<file path="src/rtl/bsg_cache_nb_tag_scoreboard.sv">
// Snoops the non-blocking cache boundary and checks tag-op responses against a shadow tag array.
// cache_pkt_i layout, MSB first: {opcode[5:0], addr, data, src_id}. Errors are sticky; only the first is captured.
module bsg_cache_nb_tag_scoreboard #(
    parameter int src_id_width_p        = 4,
    parameter int data_width_p          = 32,
    parameter int addr_width_p          = 32,
    parameter int ways_p                = 2,
    parameter int sets_p                = 8,
    parameter int tag_width_p           = 20,
    parameter int block_size_in_words_p = 8,
    parameter int count_width_p         = 16,
    parameter int check_id_zero_p       = 0,
    localparam int pkt_width_lp = 6 + addr_width_p + data_width_p + src_id_width_p
) (
    input  logic                      clk_i,
    input  logic                      reset_n_i,
    input  logic                      en_i,
    input  logic                      req_v_i,
    input  logic                      req_yumi_i,
    input  logic [pkt_width_lp-1:0]   cache_pkt_i,
    input  logic                      resp_v_i,
    input  logic                      resp_yumi_i,
    input  logic [data_width_p-1:0]   resp_data_i,
    input  logic [src_id_width_p-1:0] resp_src_id_i,
    output logic                      error_o,
    output logic [1:0]                error_code_o,
    output logic [src_id_width_p-1:0] error_id_o,
    output logic [data_width_p-1:0]   error_expected_o,
    output logic [data_width_p-1:0]   error_actual_o,
    output logic [src_id_width_p:0]   pending_o,
    output logic                      idle_o,
    output logic [count_width_p-1:0]  match_count_o,
    output logic [count_width_p-1:0]  error_count_o
);

    localparam logic [5:0] op_tagst = 6'b010000;
    localparam logic [5:0] op_taglv = 6'b010010;
    localparam logic [5:0] op_tagla = 6'b010011;

    localparam int block_off_lp = $clog2(data_width_p/8) + $clog2(block_size_in_words_p);
    localparam int lg_sets_lp   = (sets_p > 1) ? $clog2(sets_p) : 1;
    localparam int lg_ways_lp   = (ways_p > 1) ? $clog2(ways_p) : 1;
    localparam int num_sets_lp  = 1 << lg_sets_lp;
    localparam int num_ways_lp  = 1 << lg_ways_lp;
    localparam int num_ids_lp   = 1 << src_id_width_p;
    localparam int la_width_lp  = tag_width_p + lg_sets_lp + block_off_lp;

    logic [5:0]                req_opcode;
    logic [addr_width_p-1:0]   req_addr;
    logic [data_width_p-1:0]   req_data;
    logic [src_id_width_p-1:0] req_id;
    logic [lg_sets_lp-1:0]     req_index;
    logic [lg_ways_lp-1:0]     req_way;

    assign req_opcode = cache_pkt_i[pkt_width_lp-1 -: 6];
    assign req_addr   = cache_pkt_i[src_id_width_p+data_width_p +: addr_width_p];
    assign req_data   = cache_pkt_i[src_id_width_p +: data_width_p];
    assign req_id     = cache_pkt_i[src_id_width_p-1:0];
    assign req_index  = req_addr[block_off_lp +: lg_sets_lp];
    assign req_way    = req_addr[block_off_lp+lg_sets_lp +: lg_ways_lp];

    logic [tag_width_p-1:0] shadow_tag_r   [num_ways_lp][num_sets_lp];
    logic                   shadow_valid_r [num_ways_lp][num_sets_lp];
    logic                   shadow_lock_r  [num_ways_lp][num_sets_lp];

    logic [num_ids_lp-1:0]   tbl_v_r;
    logic [num_ids_lp-1:0]   tbl_cmp_r;
    logic [data_width_p-1:0] tbl_exp_r [num_ids_lp];

    logic req_fire, resp_fire;
    assign req_fire  = en_i & req_v_i & req_yumi_i
                     & ((check_id_zero_p != 0) | (req_id != '0));
    assign resp_fire = en_i & resp_v_i & resp_yumi_i
                     & ((check_id_zero_p != 0) | (resp_src_id_i != '0));

    // Expectation is formed from the shadow as it stands before this edge.
    logic [la_width_lp+data_width_p-1:0] la_full;
    logic                                req_cmp;
    logic [data_width_p-1:0]             req_exp;

    assign la_full = {{data_width_p{1'b0}}, shadow_tag_r[req_way][req_index],
                      req_index, {block_off_lp{1'b0}}};

    always_comb begin
        req_cmp = 1'b0;
        req_exp = '0;
        case (req_opcode)
            op_tagst: req_cmp = 1'b1;
            op_taglv: begin
                req_cmp = 1'b1;
                req_exp = data_width_p'({shadow_lock_r[req_way][req_index],
                                         shadow_valid_r[req_way][req_index]});
            end
            op_tagla: begin
                req_cmp = 1'b1;
                req_exp = la_full[data_width_p-1:0];
            end
            default: ;
        endcase
    end

    logic resp_hit, retire, resp_unexp, resp_mismatch, resp_match, resp_err, dup, alloc_new;
    assign resp_hit      = tbl_v_r[resp_src_id_i];
    assign retire        = resp_fire & resp_hit;
    assign resp_unexp    = resp_fire & ~resp_hit;
    assign resp_mismatch = retire & tbl_cmp_r[resp_src_id_i]
                         & (resp_data_i != tbl_exp_r[resp_src_id_i]);
    assign resp_match    = retire & ~resp_mismatch;
    assign resp_err      = resp_unexp | resp_mismatch;
    // A same-cycle retire of the same id frees the slot before the new allocation.
    assign dup           = req_fire & tbl_v_r[req_id] & ~(retire & (resp_src_id_i == req_id));
    assign alloc_new     = req_fire & ~dup;

    logic [src_id_width_p:0]  pending_r, pending_next;
    logic [count_width_p-1:0] match_cnt_r, err_cnt_r, match_cnt_next, err_cnt_next;
    logic [count_width_p:0]   match_sum, err_sum;
    logic [1:0]               num_err;

    assign num_err        = {1'b0, resp_err} + {1'b0, dup};
    assign pending_next   = pending_r + (src_id_width_p+1)'(alloc_new)
                                      - (src_id_width_p+1)'(retire);
    assign match_sum      = {1'b0, match_cnt_r} + (count_width_p+1)'(resp_match);
    assign err_sum        = {1'b0, err_cnt_r} + (count_width_p+1)'(num_err);
    assign match_cnt_next = match_sum[count_width_p] ? '1 : match_sum[count_width_p-1:0];
    assign err_cnt_next   = err_sum[count_width_p] ? '1 : err_sum[count_width_p-1:0];

    always_ff @(posedge clk_i or negedge reset_n_i) begin
        if (!reset_n_i) begin
            tbl_v_r   <= '0;
            tbl_cmp_r <= '0;
            for (int i = 0; i < num_ids_lp; i++) tbl_exp_r[i] <= '0;
        end else begin
            if (retire) tbl_v_r[resp_src_id_i] <= 1'b0;
            if (req_fire) begin
                tbl_v_r[req_id]   <= 1'b1;
                tbl_cmp_r[req_id] <= req_cmp;
                tbl_exp_r[req_id] <= req_exp;
            end
        end
    end

    always_ff @(posedge clk_i or negedge reset_n_i) begin
        if (!reset_n_i) begin
            for (int w = 0; w < num_ways_lp; w++) begin
                for (int s = 0; s < num_sets_lp; s++) begin
                    shadow_tag_r[w][s]   <= '0;
                    shadow_valid_r[w][s] <= 1'b0;
                    shadow_lock_r[w][s]  <= 1'b0;
                end
            end
        end else if (req_fire && (req_opcode == op_tagst)) begin
            shadow_tag_r[req_way][req_index]   <= req_data[tag_width_p-1:0];
            shadow_valid_r[req_way][req_index] <= req_data[data_width_p-1];
            shadow_lock_r[req_way][req_index]  <= req_data[data_width_p-2];
        end
    end

    always_ff @(posedge clk_i or negedge reset_n_i) begin
        if (!reset_n_i) begin
            pending_r        <= '0;
            match_cnt_r      <= '0;
            err_cnt_r        <= '0;
            error_o          <= 1'b0;
            error_code_o     <= 2'd0;
            error_id_o       <= '0;
            error_expected_o <= '0;
            error_actual_o   <= '0;
        end else begin
            pending_r   <= pending_next;
            match_cnt_r <= match_cnt_next;
            err_cnt_r   <= err_cnt_next;
            if (!error_o && (resp_err || dup)) begin
                error_o          <= 1'b1;
                error_code_o     <= resp_mismatch ? 2'd1 : (resp_unexp ? 2'd2 : 2'd3);
                error_id_o       <= resp_err ? resp_src_id_i : req_id;
                error_expected_o <= resp_mismatch ? tbl_exp_r[resp_src_id_i] : '0;
                error_actual_o   <= resp_mismatch ? resp_data_i : '0;
            end
        end
    end

    assign pending_o     = pending_r;
    assign idle_o        = (pending_r == '0);
    assign match_count_o = match_cnt_r;
    assign error_count_o = err_cnt_r;

endmodule

</file>
<file path="config.mk">
export PLATFORM = sky130hd
export DESIGN_NAME = bsg_cache_nb_tag_scoreboard
export DESIGN_NICKNAME = d
export VERILOG_FILES = /design/src/rtl/bsg_cache_nb_tag_scoreboard.sv
export SDC_FILE = /design/constraint.sdc
export NUM_CORES = 1
export LEC_CHECK = 0
export CAP_MARGIN = 20
export CORE_MARGIN = 3
export CORE_UTILIZATION = 51
export CTS_BUF_LIST = sky130_fd_sc_hd__clkbuf_4 sky130_fd_sc_hd__clkbuf_8 sky130_fd_sc_hd__clkbuf_16
export DETAILED_ROUTE_END_ITERATION = 12
export GPL_ROUTABILITY_DRIVEN = 0
export PLACE_DENSITY = 0.7
export SLEW_MARGIN = 40
export SYNTH_ARGS = -nofsm -noshare
export SYNTH_HDL_FRONTEND = slang
export SYNTH_SLANG_ARGS = --single-unit
</file>
<file path="constraint.sdc">
create_clock -name clk_i -period 11.7 [get_ports clk_i]
set_input_delay 1.755 -clock clk_i [delete_from_list [all_inputs] [get_ports clk_i]]
set_output_delay 1.755 -clock clk_i [all_outputs]
set_load 0.02 [all_outputs]
</file>
# Yosys cells after proc, flatten, opt, wreduce, memory -nomap -nowiden
# Index checks and enable logic that the tools add are counted.
op_classes:
  addsub: 5
  order_cmp: 11
  muxes: 57
  bitwise_logic: 27
  reduce_logical: 13
  eq_ne: 5
op_table:
  columns: ["cell", "count"]
  rows:
  - ["$mux W160", 4]
  - ["$bwmux W512", 1]
  - ["$bwmux W320", 1]
  - ["$demux W160 S1", 1]
  - ["$mux W32", 5]
  - ["$bmux W32 S4", 1]
  - ["$demux W32 S4", 1]
  - ["$mux W16", 4]
  - ["$bmux W20 S3", 1]
  - ["$demux W20 S3", 1]
  - ["$mux W20", 3]
  - ["$mux W8", 7]
  - ["$pmux W28 S2", 1]
  - ["$bwmux W16", 3]
  - ["$ne A32 B32 Y1", 1]
  - ["$eq A6 B5 Y1 const B", 3]
  - ["$add A16 B1 Y17", 1]
  - ["$add A16 B2 Y17", 1]
  - ["$and A16 B16 Y16", 1]
  - ["$not A16 Y16", 1]
  - ["$or A16 B16 Y16", 1]
  - ["$and A1 B1 Y1", 15]
  - ["$bmux W1 S4", 3]
  - ["$mux W1", 12]
  - ["other kinds (29)", 45]
totals:
  regBits: 1004
  word_cells: 192
  in_bits: 117
  out_inout_bits: 109

# Logic depth before layout (Yosys ltp)
# Gate-level depths: netlist (run 1).
logic_depth:
  depth_word: 11
  ltp_mapped: 22
  depth_no_buf: 17

# Worst setup path after synthesis (run 1)
# No wires, ideal clock.
synth_timing:
  path_kind: "input to register"
  from: "input port resp_src_id_i[0]"
  to: "register match_cnt_r[10] (netlist: match_count_o[10])"
  setup_ps: 83
  n_path_buf: 3
  t_required_ps: 11617
  t_arrival_ps: 5642
  stages: 18
  path_slack_ps: 5975
  path_cell_list: "buf_2 > buf_2 > mux4_2 > mux2i_1 > xnor2_1 > o2111ai_1 > a2111oi_2 > nand2_1 > a21boi_0 > ha_1 > ha_1 > and3_1 > nand3_1 > nor2_1 > nand2_1 > or3_1 > clkbuf_1 > o21ai_0"
synth_between:
  elab_chain_len: 10
  elab_cells_between_ends: 18
  cone_classes: "add/sub (1); eq/ne (1); mux (8); bitwise (7); reduce/logical (1)"
synth_lines:
  columns: ["element", "line", "source"]
  rows:
  - ["start: declaration", "24", "input logic [src_id_width_p-1:0] resp_src_id_i,"]
  - ["$not A4 Y5 (not written as such)", "107", "& (resp_data_i != tbl_exp_r[resp_src_id_i]);"]
  - ["$bmux W32 S4", "107", null]
  - ["$mux W32 (not written as such) (2 in a row)", "107", null]
  - ["$ne A32 B32 Y1", "107", null]
  - ["$and A1 B1 Y1", "107", null]
  - ["$not A1 Y1", "108", "assign resp_match = retire & ~resp_mismatch;"]
  - ["$and A1 B1 Y1 (*)", "108", null]
  - ["$add A16 B1 Y17 (*)", "122", "assign match_sum = {1'b0, match_cnt_r} + (count_width_p+1)'(resp_match);"]
  - ["$mux W16 (*)", "124", "assign match_cnt_next = match_sum[count_width_p] ? '1 : match_sum[count_width_p-1:0];"]
  - ["via match_cnt_next[10]", "115", "logic [count_width_p-1:0] match_cnt_r, err_cnt_r, match_cnt_next, err_cnt_next;"]
  - ["end signal: assignment", "170", "match_cnt_r <= match_cnt_next;"]
  - ["end: declaration", "115", null]
# The timed path passes the listed nets; every way through them passes the cells marked *. The select of a mux whose other input is x is not followed.
# A chain may end at the register's enable or synchronous reset.

# Worst setup path in the final report (run 1)
layout_timing:
  from: "input port resp_src_id_i[3]"
  to: "register match_cnt_r[8] (netlist: match_count_o[8])"
# Same word-level chain as after synthesis.

==> results.json, run 1 <==
{
  "root_buffer": "clkbuf_16",
  "cp.arrival_ns": 7.43,
  "path_class": "in2reg",
  "initial_utilization_pct": 51.7,
  "firstDrtPassIters": 5,
  "clock_sinks": 885,
  "area_growth_syn_to_layout_pct": 15.1,
  "synth_area_leaders": "dfrtp_1 55%, mux2_2 15%, mux4_2 8.7%, mux2i_1 3.7%, nand2_1 3.2%",
  "synth_top_area_share_pct": 55.1,
  "fp.dieW_um": 287,
  "ys_seq_elements": 885,
  "p_per_area_nw_per_um2": 145,
  "grt_pass1_vias": 27400,
  "p_leak_uw": 0.0218,
  "p_seq_share_pct": 46.9,
  "worstMarginPinSlew_ns": 0.847,
  "clk_latency_ns": 0.64,
  "cp_max_fo": 46,
  "vias": 26000,
  "multiInputGateArea_um2": 17100,
  "synth-edff-count": 0,
  "antenna_found_initial": 1,
  "grt_max_degree": 167,
  "ys.flop_type": "dfrtp_1",
  "postRouteAntennaNets": 0,
  "dieArea_um2": 82200,
  "post_drt_wl_per_cell_um": 24.9,
  "yosysSeqAreaShare_pct": 55.1,
  "synth.distinct_cells": 64,
  "ir_drop_mv": 0.131,
  "p_int_uw": 5180,
  "drive_gt1_share_pct": 30.4,
  "cts.path.max_buffers": 3,
  "grtUsageTotal_pct": 25.9,
  "combPwrFrac_pct": 7.3,
  "htree_levels": 3,
  "netlist_area_um2": 40200,
  "min_path_type": "reg2reg",
  "post_cts_buffers": 0,
  "worstPathRequired_ns": 12.24,
  "fillers": 5889,
  "avgSynthCellArea_um2": 13.1,
  "drc": 0,
  "rsz0062_at_grt": "false",
  "final_nets": 3252,
  "finalHoldViolCount": 0,
  "final_util_pct": 59.5,
  "cts_tree": "built",
  "p_sw_uw": 1530,
  "max-slew-margin-rel_pct": 43.5,
  "seqCellArea_um2": 22100,
  "numPortBuffers": 180,
  "regToRegSetupSlack_ns": 6.66,
  "finalSetupViolations": 0,
  "synth_area_leader_cell": "dfrtp_1",
  "die_y_um": 287,
  "io_pins": 226,
  "finClkSkew_ns": 0.0231,
  "path_clk_slew_ns": 0.06,
  "grt_pass1_wl_mm": 164,
  "fmax_mhz": 145,
  "design.core.area_um2": 77700,
  "period_share_pct": 58.8,
  "end_kind": "flop",
  "rows": 102,
  "outcome": "complete, no violations",
  "wirelength_mm": 106,
  "start_kind": "primary input",
  "period_needed_ns": 6.88,
  "drv_slew": 0,
  "maxCapViolations": 0,
  "cts_made_buffers": 91,
  "setup_tns_ns": 0,
  "p_sw_share_pct": 22.8,
  "via_per_inst": 6.13,
  "p_clk_share_pct": 45.9,
  "async_flop_share_pct": 100,
  "cts_resized": 0,
  "overflow": 0,
  "drt_iter0_drc": 2080,
  "cts_hold_buf": 0,
  "yosys_warnings": 0,
  "dp_hpwl_mm": 65.3,
  "synthCells": 3058
}
==> layout make-up <==
class | count | share of cell area, %
sequential | 885 | 47.9
inverter | 15 | 0.122
clock buffer | 138 | 6.15
multi-input combinational | 1890 | 36.9
clock inverter | 26 | 0.852
timing repair buffer | 241 | 5.25
antenna | 1 | 0.00541
tap | 1040 | 2.81
==> power by group through the flow <==
stage	combinational [uW]	clock (uW)	sequential, uW
2_1_floorplan	226	0	3220
3_3_place_gp	470	0	3200
3_5_place_dp	484	0	3200
4_1_cts	488	3130	3140
5_1_grt	532	3250	3150
6_report	488	3080	3150
==> final timing paths <==
path                                            start                      endpoint  depth (start not counted)
setup reg to reg            tbl_exp_r[18]$_DFFE_PN0P_    match_count_o[8]$_DFF_PN0_                         16
hold / removal             tbl_exp_r[498]$_DFFE_PN0P_    tbl_exp_r[498]$_DFFE_PN0P_                          0
setup / recovery                     resp_src_id_i[3]    match_count_o[8]$_DFF_PN0_                         18
min in group asynchronous                   reset_n_i   match_count_o[14]$_DFF_PN0_                          1
hold reg to reg            tbl_exp_r[498]$_DFFE_PN0P_    tbl_exp_r[498]$_DFFE_PN0P_                          0
max in group asynchronous                   reset_n_i  shadow_tag_r[55]$_DFFE_PN0P_                          6
==> worst max-delay path: stages <==
cell and delay, ns:
buf_2 0.08, buf_4 0.53, clkinv_1 0.86, nand3_1 0.40
a31oi_1 0.23, nor4_1 0.46, nand4_1 0.22, a2111oi_2 0.60
nand2_1 0.22, a21boi_0 0.29, ha_1 0.22, ha_1 0.18
and3_1 0.21, nand3_1 0.12, nor2_1 0.19, nand2_1 0.11
or3_1 0.57, o21ai_0 0.16
==> cell usage after synthesis, types with 20 or more instances <==
library cell,number
xnor2_1,22
a22oi_1,25
o31ai_1,36
dfrtp_1,885
a22o_1,55
nand2b_1,20
mux4_2,155
and2_1,22
nand2_1,341
nand3_1,32
buf_2,41
nor2_1,39
clkbuf_1,199
o21ai_0,227
mux2_2,528
mux2i_1,150
xor2_1,25
o22ai_1,40
==> cell usage in the layout, fill, tap and decap left out, types with 26 or more instances in the layout <==
master / instances
mux2_2: 528
dfrtp_1: 885
o31ai_1: 36
clkbuf_8: 29
nand2_1: 330
nand3_1: 26
clkbuf_16: 93
o21ai_0: 227
buf_4: 50
nor2_1: 27
o22ai_1: 40
clkdlybuf4s50_1: 173
mux4_2: 155
mux2i_1: 148
a22o_1: 55
==> flip-flops by register name, indices dropped and copies added, names as in the netlist <==
name              count
error_id_o            4
error_count_o        16
error_code_o          2
error_actual_o       32
shadow_tag_r        320
error_o               1
match_count_o        16
tbl_exp_r           400
tbl_cmp_r            16
tbl_v_r              16
pending_o             5
error_expected_o     25
shadow_valid_r       16
shadow_lock_r        16
==> stage by stage <==
step	instances	power (uW)	hold slack, ns	area [um^2]	setup WS (ns)
after floorplan	3064	3450	0.425	40200	5.98
after CTS	4232	6760	0.377	46200	4.81
after detailed placement	4068	3690	0.363	42900	4.14
after global placement	4066	3670	0.361	42800	4.14
final	4236	6710	0.372	46200	4.82
after global routing	4235	6930	0.387	46200	4.39
==> cells by family after synthesis <==
| family | count (synthesis) | share of synthesized area, % |
|---|---|---|
| buffers and inverters | 289 | 3.03 |
| XOR/XNOR | 47 | 1.02 |
| AND/OR/NAND/NOR | 532 | 5.88 |
| other | 1 | 0.00934 |
| flip-flops | 885 | 55.1 |
| AO/OA/AOI/OAI | 460 | 7.30 |
| adder cells (fa/ha/maj) | 11 | 0.380 |
| multiplexers | 833 | 27.2 |
==> metal layers <==
layer	wire, um	vias to the layer above	GRT usage [%]	share of wire (%)
met5	0	-	0	0
met4	3380	0	8.10	3.2
met3	6470	220	4.35	6.1
met2	51300	859	43.4	49
met1	44500	13700	34.8	42
li1	-	11200	-	-
Power figures use the tool's default switching activity.
==> run 2: changes to the inputs <==
Clock period 11.7 ns to 6.62 ns, I/O delays scaled along.
==> run 2 against run 1 <==
- critical path depth decreased by 1
- worst setup slack worse by 3.5 ns
- total power increased by 75%
- cell area is 0.39% higher
- clock skew up 0.011 ns
- count of clock-buffer cells in the layout up 9
- global-route usage fell by 0.066 points
==> results.json, run 2 (same netlist as run 1, synthesis figures left out) <==
{
  "initial_utilization_pct": 51.7,
  "p_leak_uw": 0.0219,
  "end_kind": "flop",
  "crit_slowest_cell": "or3_1",
  "io_pins": 226,
  "grt_pass1_vias": 27100,
  "final_cell_mix": "885 x dfrtp_1, 528 x mux2_2, 329 x nand2_1",
  "max-slew-margin-rel_pct": 37.6,
  "drc": 0,
  "drive_gt1_share_pct": 31.0,
  "htree_levels": 3,
  "cts.path.max_buffers": 3,
  "setup_tns_ns": 0,
  "finalSetupViolations": 0,
  "post_drt_wl_per_cell_um": 24.8,
  "rsz0062_at_grt": "false",
  "die_y_um": 287,
  "min_path_type": "in2async",
  "root_buffer": "clkbuf_16",
  "cts_made_buffers": 94,
  "design_area_um2": 46400,
  "largest_reg_flops": 400,
  "p_per_area_nw_per_um2": 252,
  "maxCapViolations": 0,
  "max_stage_delay_ns": 0.57,
  "dp_hpwl_mm": 67.2,
  "cts_tree": "built",
  "antenna_found_initial": 5,
  "period_needed_ns": 5.34,
  "holdWs_ns": 0.236,
  "crit_chain": "buf_4 -> buf_12 -> mux4_2 -> mux2i_1 -> xnor2_1 -> o2111ai_1 -> a2111oi_2 -> nand2_1 -> a21boi_0 -> ha_1 -> ha_1 -> and3_1 -> nand3_1 -> nor2_1 -> nand2_1 -> or3_1 -> o21ai_0",
  "ir_drop_mv": 0.223,
  "final_nets": 3284,
  "dieArea_um2": 82200,
  "outcome": "complete, no violations",
  "post_cts_buffers": 0,
  "grtUsageTotal_pct": 25.8,
  "cts_resized": 0,
  "drt_iter0_drc": 2092,
  "preCtsSetupSlack_ns": 0.551,
  "firstDrtPassIters": 7,
  "design.core.area_um2": 77700,
  "cts_hold_buf": 0,
  "via_per_inst": 6.10,
  "final_common_cell": "dfrtp_1",
  "overflow": 0,
  "reg_top3": "tbl_exp_r (400), shadow_tag_r (320), error_actual_o (32)",
  "finClkSkew_ns": 0.0341,
  "start_kind": "primary input",
  "fmax_mhz": 187,
  "wirelength_mm": 106,
  "drv_slew": 0,
  "fp.dieW_um": 287,
  "regMostFlops": "tbl_exp_r",
  "clock_sinks": 885,
  "postRouteAntennaNets": 0,
  "worstMarginPinSlew_ns": 0.935,
  "placedCellCount": 4094,
  "path_class": "in2reg",
  "path_clk_slew_ns": 0.06,
  "period_share_pct": 80.6,
  "grt_pass1_wl_mm": 163,
  "p_int_uw": 9000,
  "placed_area_um2": 43100,
  "grt_max_degree": 173,
  "finalHoldViolCount": 0,
  "cp.arrival_ns": 5.89,
  "rows": 102,
  "area_growth_syn_to_layout_pct": 15.6,
  "p_sw_uw": 2710,
  "numPortBuffers": 180,
  "clk_latency_ns": 0.65,
  "fin_ws_ns": 1.28,
  "p_seq_share_pct": 47.5,
  "vias": 26000,
  "cp_max_fo": 35,
  "worstPathRequired_ns": 7.17,
  "p_sw_share_pct": 23.2,
  "fin_cells": 4269,
  "combPwrFrac_pct": 7.5,
  "p_clk_share_pct": 45.1
}
## run 2: per-stage QoR
| step | total power, uW | util [%] |
|---|---|---|
| after floorplan | 6100 | - |
| final | 11700 | 59.7 |
| after global routing | 12100 | 59.7 |
| after global placement | 6490 | 55.4 |
| after detailed placement | 6520 | 55.5 |
| after CTS | 11800 | 59.6 |
## run 2: final timing paths
kind                                                  from                           to  slack (ns)  depth (start not counted)
worst max-delay path                      resp_src_id_i[0]   match_count_o[8]$_DFF_PN0_        1.28                         17
worst max register to register   tbl_exp_r[18]$_DFFE_PN0P_   match_count_o[8]$_DFF_PN0_        1.97                         16
min in group clk_i              tbl_exp_r[490]$_DFFE_PN0P_   tbl_exp_r[490]$_DFFE_PN0P_        0.37                          0
worst min register to register  tbl_exp_r[490]$_DFFE_PN0P_   tbl_exp_r[490]$_DFFE_PN0P_        0.37                          0
worst min-delay path                             reset_n_i  match_count_o[15]$_DFF_PN0_        0.24                          1
max in group asynchronous                        reset_n_i   tbl_exp_r[142]$_DFFE_PN0P_        4.75                          4
## run 2: final cells by class
class,instances,area (um^2)
fillers,5890,31300
flip-flops and latches,885,22100
multi-input cells,1890,17100
clock buffers,147,2920
repair buffers,270,2680
well taps,1040,1300
clock inverters,19,236
inverters,15,56.3
diodes,3,7.51
## run 2: critical path, delay by kind of cell
kind / cells / cell delay, ns
adders and majority gates: 2 / 0.37
muxes: 2 / 0.98
xor gates and xnor gates: 1 / 0.18
AOI/OAI and AO/OA: 4 / 1.08
buffers and inverters: 2 / 0.88
and+or+nand+nor: 6 / 1.35
## run 2: per-layer routing
layer	track usage [%]	share of wire [%]
met1	34.7	42
met2	43.2	49
met3	4.23	6.6
met4	8.35	3.2
met5	0	0
## run 2: power groups by stage
| stage | clock network, uW | registers, uW | logic (uW) |
|---|---|---|---|
| floorplan | 0 | 5700 | 400 |
| global placement | 0 | 5650 | 841 |
| detailed placement | 0 | 5650 | 868 |
| CTS | 5370 | 5560 | 874 |
| global route | 5610 | 5560 | 946 |
| finish | 5280 | 5560 | 875 |
